**src/rtl/dll_lock_supervisor_pkg.sv**
```systemverilog
// Shared definitions for the DLL lock supervisor and its status decoder.
// State encodings are fixed because they are exposed through the status register.
package dll_lock_supervisor_pkg;

    typedef enum logic [1:0] {
        ST_DLL_RST   = 2'd0,
        ST_WAIT_LOCK = 2'd1,
        ST_STABLE    = 2'd2,
        ST_RUN       = 2'd3
    } dll_state_e;

    localparam int unsigned STATE_W = 2;

    // Last timer value before a phase of `cycles` length expires.
    function automatic int unsigned last_tick(input int unsigned cycles);
        return (cycles == 0) ? 0 : cycles - 1;
    endfunction

endpackage

```
**src/rtl/dll_lock_supervisor_sat_counter.sv**
```systemverilog
// Saturating event counter with a synchronous clear that overrides the increment.
module sat_counter #(
    parameter int unsigned CNT_W = 8
) (
    input  logic             clk_i,
    input  logic             rst_i,
    input  logic             inc_i,
    input  logic             clr_i,
    output logic [CNT_W-1:0] q_o
);

    logic [CNT_W-1:0] q_q;
    logic [CNT_W-1:0] q_d;

    always_comb begin
        q_d = q_q;
        if (clr_i) begin
            q_d = '0;
        end else if (inc_i && (q_q != '1)) begin
            q_d = q_q + CNT_W'(1);
        end
    end

    always_ff @(posedge clk_i) begin
        if (rst_i) begin
            q_q <= '0;
        end else begin
            q_q <= q_d;
        end
    end

    assign q_o = q_q;

endmodule

```
**src/rtl/dll_lock_supervisor.sv**
```systemverilog
// Drives the DLL reset, qualifies LOCKED for a stable period before releasing the system
// reset, and re-resets the DLL on timeout or loss of lock while counting both events.
module dll_lock_supervisor
    import dll_lock_supervisor_pkg::*;
#(
    parameter int unsigned RST_CYC    = 8,
    parameter int unsigned TMO_CYC    = 2**20,
    parameter int unsigned STABLE_CYC = 1024,
    parameter int unsigned TMR_W      = 21,
    parameter int unsigned CNT_W      = 8
) (
    input  logic               CLKIN,
    input  logic               RST,
    input  logic               locked,
    input  logic               clr_cnt,
    output logic               dll_rst,
    output logic               sys_rst,
    output logic [STATE_W-1:0] state,
    output logic [CNT_W-1:0]   loss_cnt,
    output logic [CNT_W-1:0]   tmo_cnt
);

    localparam logic [TMR_W-1:0] RST_LAST = TMR_W'(last_tick(RST_CYC));
    localparam logic [TMR_W-1:0] TMO_LAST = TMR_W'(last_tick(TMO_CYC));
    localparam logic [TMR_W-1:0] STB_LAST = TMR_W'(last_tick(STABLE_CYC));

    logic             lk_meta_q;
    logic             lk_s_q;
    dll_state_e       state_q;
    dll_state_e       state_d;
    logic [TMR_W-1:0] tmr_q;
    logic [TMR_W-1:0] tmr_d;
    logic             dll_rst_q;
    logic             sys_rst_q;
    logic             loss_inc;
    logic             tmo_inc;

    always_ff @(posedge CLKIN) begin
        if (RST) begin
            lk_meta_q <= 1'b0;
            lk_s_q    <= 1'b0;
        end else begin
            lk_meta_q <= locked;
            lk_s_q    <= lk_meta_q;
        end
    end

    always_comb begin
        state_d  = state_q;
        loss_inc = 1'b0;
        tmo_inc  = 1'b0;
        case (state_q)
            ST_DLL_RST: begin
                // Lock seen during the DLL reset pulse is deliberately ignored.
                if (tmr_q == RST_LAST) begin
                    state_d = ST_WAIT_LOCK;
                end
            end
            ST_WAIT_LOCK: begin
                if (lk_s_q) begin
                    state_d = ST_STABLE;
                end else if (tmr_q == TMO_LAST) begin
                    state_d = ST_DLL_RST;
                    tmo_inc = 1'b1;
                end
            end
            ST_STABLE: begin
                if (!lk_s_q) begin
                    state_d = ST_WAIT_LOCK;
                end else if (tmr_q == STB_LAST) begin
                    state_d = ST_RUN;
                end
            end
            ST_RUN: begin
                if (!lk_s_q) begin
                    state_d  = ST_DLL_RST;
                    loss_inc = 1'b1;
                end
            end
            default: state_d = ST_DLL_RST;
        endcase
    end

    always_comb begin
        tmr_d = tmr_q + TMR_W'(1);
        if (state_d != state_q) begin
            tmr_d = '0;
        end else if (state_q == ST_RUN) begin
            tmr_d = tmr_q;
        end
    end

    // Outputs are registered from the next state so they align with state_q exactly.
    always_ff @(posedge CLKIN) begin
        if (RST) begin
            state_q   <= ST_DLL_RST;
            tmr_q     <= '0;
            dll_rst_q <= 1'b1;
            sys_rst_q <= 1'b1;
        end else begin
            state_q   <= state_d;
            tmr_q     <= tmr_d;
            dll_rst_q <= (state_d == ST_DLL_RST);
            sys_rst_q <= (state_d != ST_RUN);
        end
    end

    sat_counter #(
        .CNT_W(CNT_W)
    ) u_loss_cnt (
        .clk_i(CLKIN),
        .rst_i(RST),
        .inc_i(loss_inc),
        .clr_i(clr_cnt),
        .q_o  (loss_cnt)
    );

    sat_counter #(
        .CNT_W(CNT_W)
    ) u_tmo_cnt (
        .clk_i(CLKIN),
        .rst_i(RST),
        .inc_i(tmo_inc),
        .clr_i(clr_cnt),
        .q_o  (tmo_cnt)
    );

    assign dll_rst = dll_rst_q;
    assign sys_rst = sys_rst_q;
    assign state   = state_q;

endmodule
```
**config.mk**
```make
export PLATFORM = sky130hd
export DESIGN_NAME = dll_lock_supervisor
export DESIGN_NICKNAME = d
export VERILOG_FILES = /design/src/rtl/dll_lock_supervisor_pkg.sv /design/src/rtl/dll_lock_supervisor_sat_counter.sv /design/src/rtl/dll_lock_supervisor.sv
export SDC_FILE = /design/constraint.sdc
export NUM_CORES = 1
export LEC_CHECK = 0
export CORE_MARGIN = 4
export CORE_UTILIZATION = 50
export CTS_BUF_LIST = sky130_fd_sc_hd__clkbuf_2 sky130_fd_sc_hd__clkbuf_4 sky130_fd_sc_hd__clkbuf_8
export CTS_CLUSTER_SIZE = 25
export DETAILED_ROUTE_END_ITERATION = 8
export PLACE_DENSITY = 0.73
export SLEW_MARGIN = 40
export SYNTH_ARGS = -nofsm -noshare
export SYNTH_HDL_FRONTEND = slang
export SYNTH_SLANG_ARGS = --single-unit
```
**constraint.sdc**
```tcl
create_clock -name CLKIN -period 5.3 [get_ports CLKIN]
set_input_delay 0.795 -clock CLKIN [delete_from_list [all_inputs] [get_ports CLKIN]]
set_output_delay 0.795 -clock CLKIN [all_outputs]
set_load 0.05 [all_outputs]
```
==> results.py, run 1 <==
metrics = {
    "route": {
        "drc": 0,
        "routedWlPerCell_um": 12.7,
        "drtAntennaViolNets": 0,
        "drt_iter0_drc": 102,
        "first_pass_iters": 4,
        "dr_total_vias": 1668,
        "via_per_inst": 5.50,
        "totalWireLength_um": 3840,
    },
    "hold_path": {
        "worstHoldStart": "lk_meta_q",
        "hold_class": "reg2reg",
        "min_path_cells": 1,
        "hold-path-endpoint": "lk_s_q",
    },
    "synth": {
        "synth-main-ff-cell": "dfxtp_1",
        "synth_edf_count": 0,
        "yosys_warnings": 0,
        "syn_inst": 234,
        "ys_async_sr_fraction_pct": 0,
        "avgSynthCellArea_um2": 8.70,
        "synth_seq_cells": 43,
        "yosysSeqAreaShare_pct": 42.3,
        "syn-num-nets": 241,
        "synth_area_mm2": 0.00204,
        "synth_cell_types": 39,
    },
    "cells_and_area": {
        "antenna_cells": 0,
        "multiInputGateArea_mm2": 0.00112,
        "fin_nets": 261,
        "drive_above_1_share_pct": 6.67,
        "syn2layout_area_growth_pct": 18.9,
        "final_area_mm2": 0.00242,
        "stdcell_count": 303,
        "final-seq-area_um2": 861,
        "nFillCells": 354,
    },
    "die": {
        "core_mm2": 0.00380,
        "ios": 24,
        "start_util_pct": 53.6,
        "dieArea_mm2": 0.00516,
        "fp.dieW_um": 71.8,
        "die_y_um": 71.8,
        "fp-row-count": 22,
    },
    "worst_setup_path": {
        "worst-path-buf-inv": 1,
        "start_kind": "flip-flop",
        "max_stage_delay_ns": 0.89,
        "rr_endpoint": "tmr_q[5]",
        "critPathSlowestCell": "clkdlybuf4s50_1",
        "critical_path_class": "reg2out",
        "r2r_start": "tmr_q[10]",
        "cp-end-kind": "output port",
        "path_cells": "clkdlybuf4s50_1",
        "required_ns": 4.51,
        "critPathMaxFanout": 13,
        "r2r_slack_ns": 3.18,
        "arrival_ns": 1.78,
        "rr_worst_depth": 5,
        "crit_family": "buffers and inverters",
    },
    "place": {
        "io_buffers": 23,
        "gp_congestion": 0.748,
        "dp_hpwl_um": 2770,
        "dp.cells": 295,
        "post_dp_cell_area_mm2": 0.00228,
        "pre_cts_ws_ns": 2.71,
    },
    "sta": {
        "finalCriticalPeriod_ns": 2.58,
        "tightest_slew_ns": 0.749,
        "hold_viol": 0,
        "grt_setup_unrepaired": "false",
        "fmax_ghz": 0.388,
        "timing.final.ws_setup_ns": 2.72,
        "setup_viol": 0,
        "fin_skew_ns": 0.00815,
        "timing.slew.headroom_pct": 50.1,
        "finalCritPeriodShare_pct": 48.6,
        "final_max_slew_viol_count": 0,
        "finalSetupTns_ns": 0,
    },
    "clock_network": {
        "cts_tree": "built",
        "clock-root-buffer": "clkbuf_8",
        "cts_made_buffers": 5,
        "clock_sinks": 43,
        "postCtsSetupBuffers": 0,
        "post_cts_resized": 0,
        "cts.clk_slew.worst_paths_ns": 0.09,
        "clock_latency_ns": 0.30,
        "h-tree-depth": 2,
        "hold_buffers": 0,
        "clock_path_buffers": 2,
    },
    "grt": {
        "grt_use_total_pct": 16.2,
        "first_global_vias": 1526,
        "antenna_found_initial": 0,
        "grt_max_degree": 15,
        "grt_pass1_wl_um": 6700,
        "gr-total-overflow": 0,
    },
    "run": {
        "maxCapViolCount": 0,
    },
    "run_status": {
        "status": "complete, no violations",
    },
    "pwr": {
        "powerDensity_mw_per_mm2": 268,
        "ir_drop_mv": 0.173,
        "p_leak_uw": 0.000874,
    },
}
## Yosys cell counts (2+ instances only)
library cell  instances  area share, %
dfxtp_1              43             42
nor2_1               35            6.5
xor2_1               23            9.9
nand2_1              20            3.7
nand3_1              17            4.2
a21oi_1              12            3.0
nand4_1               9            2.8
or3_1                 9            2.8
and4_1                5            2.2
clkbuf_1              5           0.92
buf_2                 4           0.98
inv_1                 4           0.74
mux2i_1               4            2.0
o21ai_0               4           0.98
or4_1                 4            1.5
ha_1                  3            1.8
nor3_1                3           0.74
nor4_1                3           0.92
xnor2_1               3            1.3
a211oi_1              2           0.74
and3_1                2           0.61
nor2b_1               2           0.61
o21bai_1              2           0.74
## flip-flops by register name (all words and copies together), names as in the netlist
signal / flops
state: 2
lk_meta_q: 1
u_tmo_cnt.q_o: 8
tmr_q: 21
dll_rst: 1
sys_rst: 1
u_loss_cnt.q_o: 8
lk_s_q: 1
## worst register-to-register path, delay by kind of cell, from the launching register on
family | cells | cell delay, ns
AND/OR/NAND/NOR | 3 | 0.79
AO/OA/AOI/OAI | 2 | 0.73
flip-flops | 1 | 0.47
## layout make-up
class	count	share of cell area, %
sequential	43	35.6
clock inverter	3	2.79
timing repair buffer	23	9.51
inverter	4	0.620
clock buffer	5	2.84
tap	48	2.48
multi-input combinational	177	46.2
## stage by stage
stage	hold slack, ns	utilization [%]	total power, uW
after floorplan	0.414	-	347
after global placement	0.434	60.1	352
after detailed placement	0.431	60.1	352
after CTS	0.444	63.7	654
after global routing	0.463	63.7	671
final	0.433	63.7	648
## report_power, final
part | leakage [uW] | internal, uW | switching [uW] | total, uW
logic | 0.000463 | 6.57 | 9.40 | 16.0
registers | 0.000347 | 326 | 2.21 | 328
clock network | 0.0000644 | 188 | 117 | 305
## how the worst max path moves through the flow
stage	start	depth (start not counted)	end
3_3_place_gp	RST	5	tmr_q[1]
4_1_cts	state[0]	1	state[0]
3_5_place_dp	RST	5	tmr_q[1]
2_1_floorplan	u_loss_cnt.q_o[0]	6	u_loss_cnt.q_o[7]
5_1_grt	state[0]	1	state[0]
6_report	state[0]	1	state[0]
## routing by layer
metal | share of wire [%] | global-route usage (%) | vias to the layer above
met5 | 0 | 0 | -
met3 | 4.2 | 5.61 | 4
met1 | 47 | 19.9 | 764
met2 | 48 | 27.1 | 28
met4 | 0.83 | 3.76 | 0
li1 | - | - | 872
## kinds of logic (layout without fill, tap and decap cells)
| family | after synthesis | after routing | share of synthesized area, % |
|---|---|---|---|
| AND/OR/NAND/NOR | 118 | 118 | 31.6 |
| buffers and inverters | 14 | 35 | 2.83 |
| AO/OA/AOI/OAI | 26 | 26 | 8.30 |
| adder cells (fa/ha/maj) | 3 | 3 | 1.84 |
| multiplexers | 4 | 4 | 1.97 |
| XOR/XNOR | 26 | 26 | 11.2 |
| flip-flops | 43 | 43 | 42.3 |
## cells in the final DEF, fill, tap and decap left out, drive strengths merged, types with 2 or more instances in the layout
cell type,n
dfxtp,43
nor2,35
xor2,23
clkdlybuf4s50,23
nand2,20
nand3,17
a21oi,12
nand4,11
or3,9
and4,6
clkbuf,5
inv,4
or4,4
o21ai,4
mux2i,4
nor4,4
nor3,3
xnor2,3
ha,3
and3,3
a211oi,3
o21bai,2
nor2b,2
bufinv,2
Note: power is estimated with default switching activity, not from simulation.
==> inputs of run 2 (changes only) <==
==> constraint.sdc (replaced) <==
create_clock -name CLKIN -period 2.37 [get_ports CLKIN]
set_input_delay 0.3555 -clock CLKIN [delete_from_list [all_inputs] [get_ports CLKIN]]
set_output_delay 0.3555 -clock CLKIN [all_outputs]
set_load 0.05 [all_outputs]
==> run 2 against run 1 <==
Compared with the run above: clock power increased by 54%; die area did not move; global-route usage rose by 1.1 points; count of clock-buffer cells in the layout increased by 2; combinational power rose by 150%; final cell count grew 1.7%; setup slack lost 2.5 ns; largest cell class unchanged; highest routed layer unchanged.
==> results.py, run 2 (synthesized netlist as in run 1, its figures left out) <==
metrics = {
    "route": {
        "routedWlPerCell_um": 13.0,
        "drc": 0,
        "drt_iter0_drc": 76,
        "first_pass_iters": 4,
        "totalWireLength_um": 4010,
        "dr_total_vias": 1718,
        "via_per_inst": 5.58,
        "drtAntennaViolNets": 0,
    },
    "worst_setup_path": {
        "rr_endpoint": "u_tmo_cnt.q_o[5]",
        "r2r_slack_ns": 0.36,
        "startpoint": "state[0]",
        "max_stage_delay_ns": 0.90,
        "critical_path_class": "reg2out",
        "crit_family": "buffers and inverters",
        "endpoint": "state[0]",
        "worst-path-buf-inv": 1,
        "required_ns": 2.01,
        "rr_worst_depth": 5,
        "cp.depth": 1,
        "arrival_ns": 1.82,
        "path_cells": "clkdlybuf4s50_1",
        "start_kind": "flip-flop",
        "r2r_start": "tmr_q[10]",
        "critPathSlowestCell": "clkdlybuf4s50_1",
        "critPathMaxFanout": 13,
        "cp-end-kind": "output port",
    },
    "clock_network": {
        "clock_sinks": 43,
        "hold_buffers": 0,
        "cts_tree": "built",
        "cts_made_buffers": 5,
        "clock_latency_ns": 0.30,
        "h-tree-depth": 2,
        "postCtsSetupBuffers": 0,
        "cts.clk_slew.worst_paths_ns": 0.08,
        "clock-root-buffer": "clkbuf_8",
        "clock_path_buffers": 2,
        "post_cts_resized": 0,
    },
    "place": {
        "pre_cts_ws_ns": 0.413,
        "gp_congestion": 0.790,
        "io_buffers": 23,
        "dp_hpwl_um": 2970,
    },
    "grt": {
        "grt_util_met3_pct": 5.19,
        "first_global_vias": 1677,
        "grt_pass1_wl_um": 7180,
        "antenna_found_initial": 0,
        "gr-total-overflow": 0,
        "use_met2_pct": 29.7,
        "met1_usage_pct": 19.6,
        "top_usage_layer": "met2",
        "grt_max_degree": 15,
        "grt_use_total_pct": 17.3,
    },
    "die": {
        "fp-row-count": 22,
        "fp.dieW_um": 71.8,
        "die_y_um": 71.8,
        "ios": 24,
        "core_mm2": 0.00380,
        "dieArea_mm2": 0.00516,
        "start_util_pct": 53.6,
    },
    "pwr": {
        "comb_power_share_pct": 3.2,
        "ir_drop_mv": 0.358,
        "powerDensity_mw_per_mm2": 515,
        "p_total_uw": 1240,
        "seqPwrFrac_pct": 59.1,
        "netSwitchingFraction_pct": 21.5,
        "p_leak_uw": 0.000885,
        "pwr-share-clk_pct": 37.8,
        "p_int_uw": 975,
        "power.net_switching_uw": 267,
    },
    "cells_and_area": {
        "drive_above_1_share_pct": 8.46,
        "largest_reg_flops": 21,
        "final_util_pct": 63.4,
        "antenna_cells": 0,
        "syn2layout_area_growth_pct": 18.4,
        "top_register": "tmr_q",
        "fin_nets": 266,
        "final_cell_mix": "dfxtp_1 (43), nor2_1 (35), xor2_1 (23), clkdlybuf4s50_1 (23), nand2_1 (20)",
        "layout_commonest_cell": "dfxtp_1",
    },
    "sta": {
        "finalCriticalPeriod_ns": 2.18,
        "fin_skew_ns": 0.00916,
        "timing.final.ws_setup_ns": 0.191,
        "grt_setup_unrepaired": "false",
        "finalCritPeriodShare_pct": 92.0,
        "fmax_ghz": 0.459,
        "timing.slew.headroom_pct": 62.4,
        "hold_viol": 0,
        "setup_viol": 0,
        "finalSetupTns_ns": 0,
        "final_max_slew_viol_count": 0,
        "tightest_slew_ns": 0.563,
    },
    "run_status": {
        "status": "complete, no violations",
    },
    "run": {
        "maxCapViolCount": 0,
    },
    "hold_path": {
        "hold_class": "reg2reg",
    },
}
-- run 2: cell count changes in the layout (fill, tap and decap cells not counted), sizes merged --
cell and change:
clkinv +1, clkinvlp -1, buf +5, bufinv -2, clkbuf +2
-- run 2: final cells by class --
cell class	count	area [um^2]
repair buffers	28	268
clock buffers	7	83.8
clock inverters	1	5.00
well taps	48	60.1
inverters	4	15.0
flip-flops and latches	43	861
multi-input cells	177	1120
fillers	364	1390
-- run 2: through the flow --
stage | hold slack [ns] | instance area (um^2) | std cells
6_report | 0.435 | 2410 | 308
3_5_place_dp | 0.430 | 2320 | 300
5_1_grt | 0.463 | 2410 | 308
2_1_floorplan | 0.414 | 2040 | 234
4_1_cts | 0.446 | 2410 | 308
3_3_place_gp | 0.430 | 2320 | 300
-- run 2: power by group through the flow --
| stage | Sequential, uW | Combinational (uW) | Clock (uW) |
|---|---|---|---|
| finish | 734 | 39.2 | 469 |
| floorplan | 750 | 25.8 | 0 |
| global route | 734 | 44.1 | 512 |
| global placement | 751 | 39.2 | 0 |
| CTS | 734 | 39.9 | 484 |
| detailed placement | 751 | 39.9 | 0 |
-- run 2: metal layers --
metal / routed length [um] / part of all wire, % / vias to the layer above
met5: 0 / 0 / -
met4: 61 / 1.5 / 0
met3: 168 / 4.2 / 5
met2: 1940 / 49 / 29
met1: 1830 / 46 / 806
li1: - / - / 878
-- run 2: how the worst min path moves through the flow --
stage / start / to / slack (ns) / depth (start not counted)
2_1_floorplan: lk_meta_q / lk_s_q / 0.41 / 1
3_3_place_gp: lk_meta_q / lk_s_q / 0.43 / 1
3_5_place_dp: lk_meta_q / lk_s_q / 0.43 / 1
4_1_cts: lk_meta_q / lk_s_q / 0.45 / 1
5_1_grt: lk_meta_q / lk_s_q / 0.46 / 1
6_report: lk_meta_q / lk_s_q / 0.44 / 1
==> inputs of run 3 (changes only) <==
==> constraint.sdc (replaced) <==
create_clock -name CLKIN -period 2.37 [get_ports CLKIN]
set_input_delay 0.5925 -clock CLKIN [delete_from_list [all_inputs] [get_ports CLKIN]]
set_output_delay 0.5925 -clock CLKIN [all_outputs]
set_load 0.05 [all_outputs]
==> run 3 against run 2 <==
Compared with the run above: sequential power is essentially flat; first-iteration DRC count fell by 21%; worst hold slack worse by 0.0026 ns; cell area is 1.4% higher; setup slack got worse by 0.12 ns; power up 9.9%; final cell count increased by 0.32%; global-route usage decreased by 1.3 points; sequential share of layout area decreased by 0.49 points; flip-flop and latch count is the same; register-to-register slack better by 0.05 ns; critical path type unchanged.
==> results.py, run 3 (synthesized netlist as in run 1, its figures left out) <==
metrics = {
    "run_status": {
        "status": "complete, no violations",
    },
    "pwr": {
        "p_total_uw": 1360,
        "powerDensity_mw_per_mm2": 558,
        "p_leak_uw": 0.000905,
        "ir_drop_mv": 0.514,
    },
    "run": {
        "maxCapViolCount": 0,
    },
    "worst_setup_path": {
        "required_ns": 1.78,
        "critPathMaxFanout": 11,
        "path_cells": "clkdlybuf4s50_1",
        "rr_worst_depth": 5,
        "max_stage_delay_ns": 0.87,
        "critical_path_class": "reg2out",
        "r2r_start": "tmr_q[10]",
        "critPathSlowestCell": "clkdlybuf4s50_1",
        "worst-path-buf-inv": 1,
        "rr_endpoint": "u_tmo_cnt.q_o[5]",
        "cp-end-kind": "output port",
        "arrival_ns": 1.70,
        "r2r_slack_ns": 0.41,
        "start_kind": "flip-flop",
        "crit_family": "buffers and inverters",
    },
    "place": {
        "post_dp_cell_area_mm2": 0.00233,
        "pre_cts_ws_ns": 0.312,
        "dp_hpwl_um": 2740,
        "dp.cells": 301,
        "io_buffers": 23,
        "gp_congestion": 0.785,
    },
    "cells_and_area": {
        "drive_above_1_share_pct": 9.20,
        "top_register": "tmr_q",
        "stdcell_count": 309,
        "largest_reg_flops": 21,
        "syn2layout_area_growth_pct": 20.0,
        "layout_commonest_cell": "dfxtp_1",
        "antenna_cells": 0,
        "fin_nets": 267,
        "final_area_mm2": 0.00244,
        "final_cell_mix": "dfxtp_1 (43), nor2_1 (35), xor2_1 (23)",
    },
    "sta": {
        "finalCriticalPeriod_ns": 2.30,
        "finalSetupTns_ns": 0,
        "timing.slew.headroom_pct": 67.0,
        "hold_viol": 0,
        "fin_skew_ns": 0.00800,
        "final_max_slew_viol_count": 0,
        "fmax_ghz": 0.435,
        "tightest_slew_ns": 0.494,
        "grt_setup_unrepaired": "false",
        "timing.final.ws_setup_ns": 0.0727,
        "setup_viol": 0,
        "finalCritPeriodShare_pct": 96.9,
    },
    "hold_path": {
        "hold_class": "reg2reg",
        "worstHoldStart": "lk_meta_q",
        "min_path_cells": 1,
        "hold-path-endpoint": "lk_s_q",
    },
    "grt": {
        "grt_max_degree": 15,
        "grt_pass1_wl_um": 6740,
        "gr-total-overflow": 0,
        "grt_use_total_pct": 16.0,
        "antenna_found_initial": 0,
        "first_global_vias": 1517,
    },
    "route": {
        "drtAntennaViolNets": 0,
        "drt_iter0_drc": 60,
        "dr_total_vias": 1694,
        "routedWlPerCell_um": 12.6,
        "drc": 0,
        "totalWireLength_um": 3890,
        "via_per_inst": 5.48,
        "first_pass_iters": 4,
    },
    "clock_network": {
        "hold_buffers": 0,
        "post_cts_resized": 0,
        "clock-root-buffer": "clkbuf_8",
        "clock_path_buffers": 2,
        "h-tree-depth": 2,
        "postCtsSetupBuffers": 0,
        "cts_made_buffers": 5,
        "cts.clk_slew.worst_paths_ns": 0.08,
        "clock_latency_ns": 0.30,
        "cts_tree": "built",
        "clock_sinks": 43,
    },
    "die": {
        "core_mm2": 0.00380,
        "dieArea_mm2": 0.00516,
        "ios": 24,
        "fp-row-count": 22,
        "start_util_pct": 53.6,
        "fp.dieW_um": 71.8,
        "die_y_um": 71.8,
    },
}
run 3: cell types whose count changed in the layout (fill, tap and decap cells not counted):
| cell | change |
|---|---|
| clkbuf_4 | -2 |
| buf_4 | +2 |
| bufinv_16 | +1 |
| clkbuf_8 | +1 |
| clkdlybuf4s50_1 | -1 |
run 3: worst max path at each step:
| stage | cells after the start | from | end |
|---|---|---|---|
| floorplan | 6 | u_loss_cnt.q_o[0] | u_loss_cnt.q_o[7] |
| global placement | 5 | RST | tmr_q[1] |
| detailed placement | 5 | RST | tmr_q[1] |
| CTS | 1 | state[1] | state[1] |
| global route | 1 | state[1] | state[1] |
| finish | 1 | state[1] | state[1] |
run 3: cell type report:
class / instances / area (um^2)
fillers: 325 / 1360
multi-input cells: 177 / 1120
flip-flops and latches: 43 / 861
repair buffers: 29 / 273
clock buffers: 6 / 82.6
well taps: 48 / 60.1
clock inverters: 2 / 35.0
inverters: 4 / 15.0
run 3: layer usage:
metal,vias up,share of wire [%],global-route usage (%),routed length (um)
met5,-,0,0,0
met4,0,1.1,5.22,43
met3,7,4.8,3.65,186
met2,42,45,26.3,1770
met1,768,49,20.5,1900
li1,877,-,-,-
run 3: metrics by stage:
stage	hold slack, ns	util, %
after floorplan	0.414	-
after CTS	0.447	64.3
after detailed placement	0.431	61.2
after global routing	0.459	64.3
final	0.433	64.3
after global placement	0.428	61.2
run 3: report_power, final:
| part | leakage, uW | total (uW) | internal, uW | switching (uW) |
|---|---|---|---|---|
| Combinational | 0.000496 | 38.8 | 17.0 | 21.8 |
| Clock | 0.0000612 | 592 | 341 | 251 |
| Sequential | 0.000347 | 734 | 728 | 5.39 |
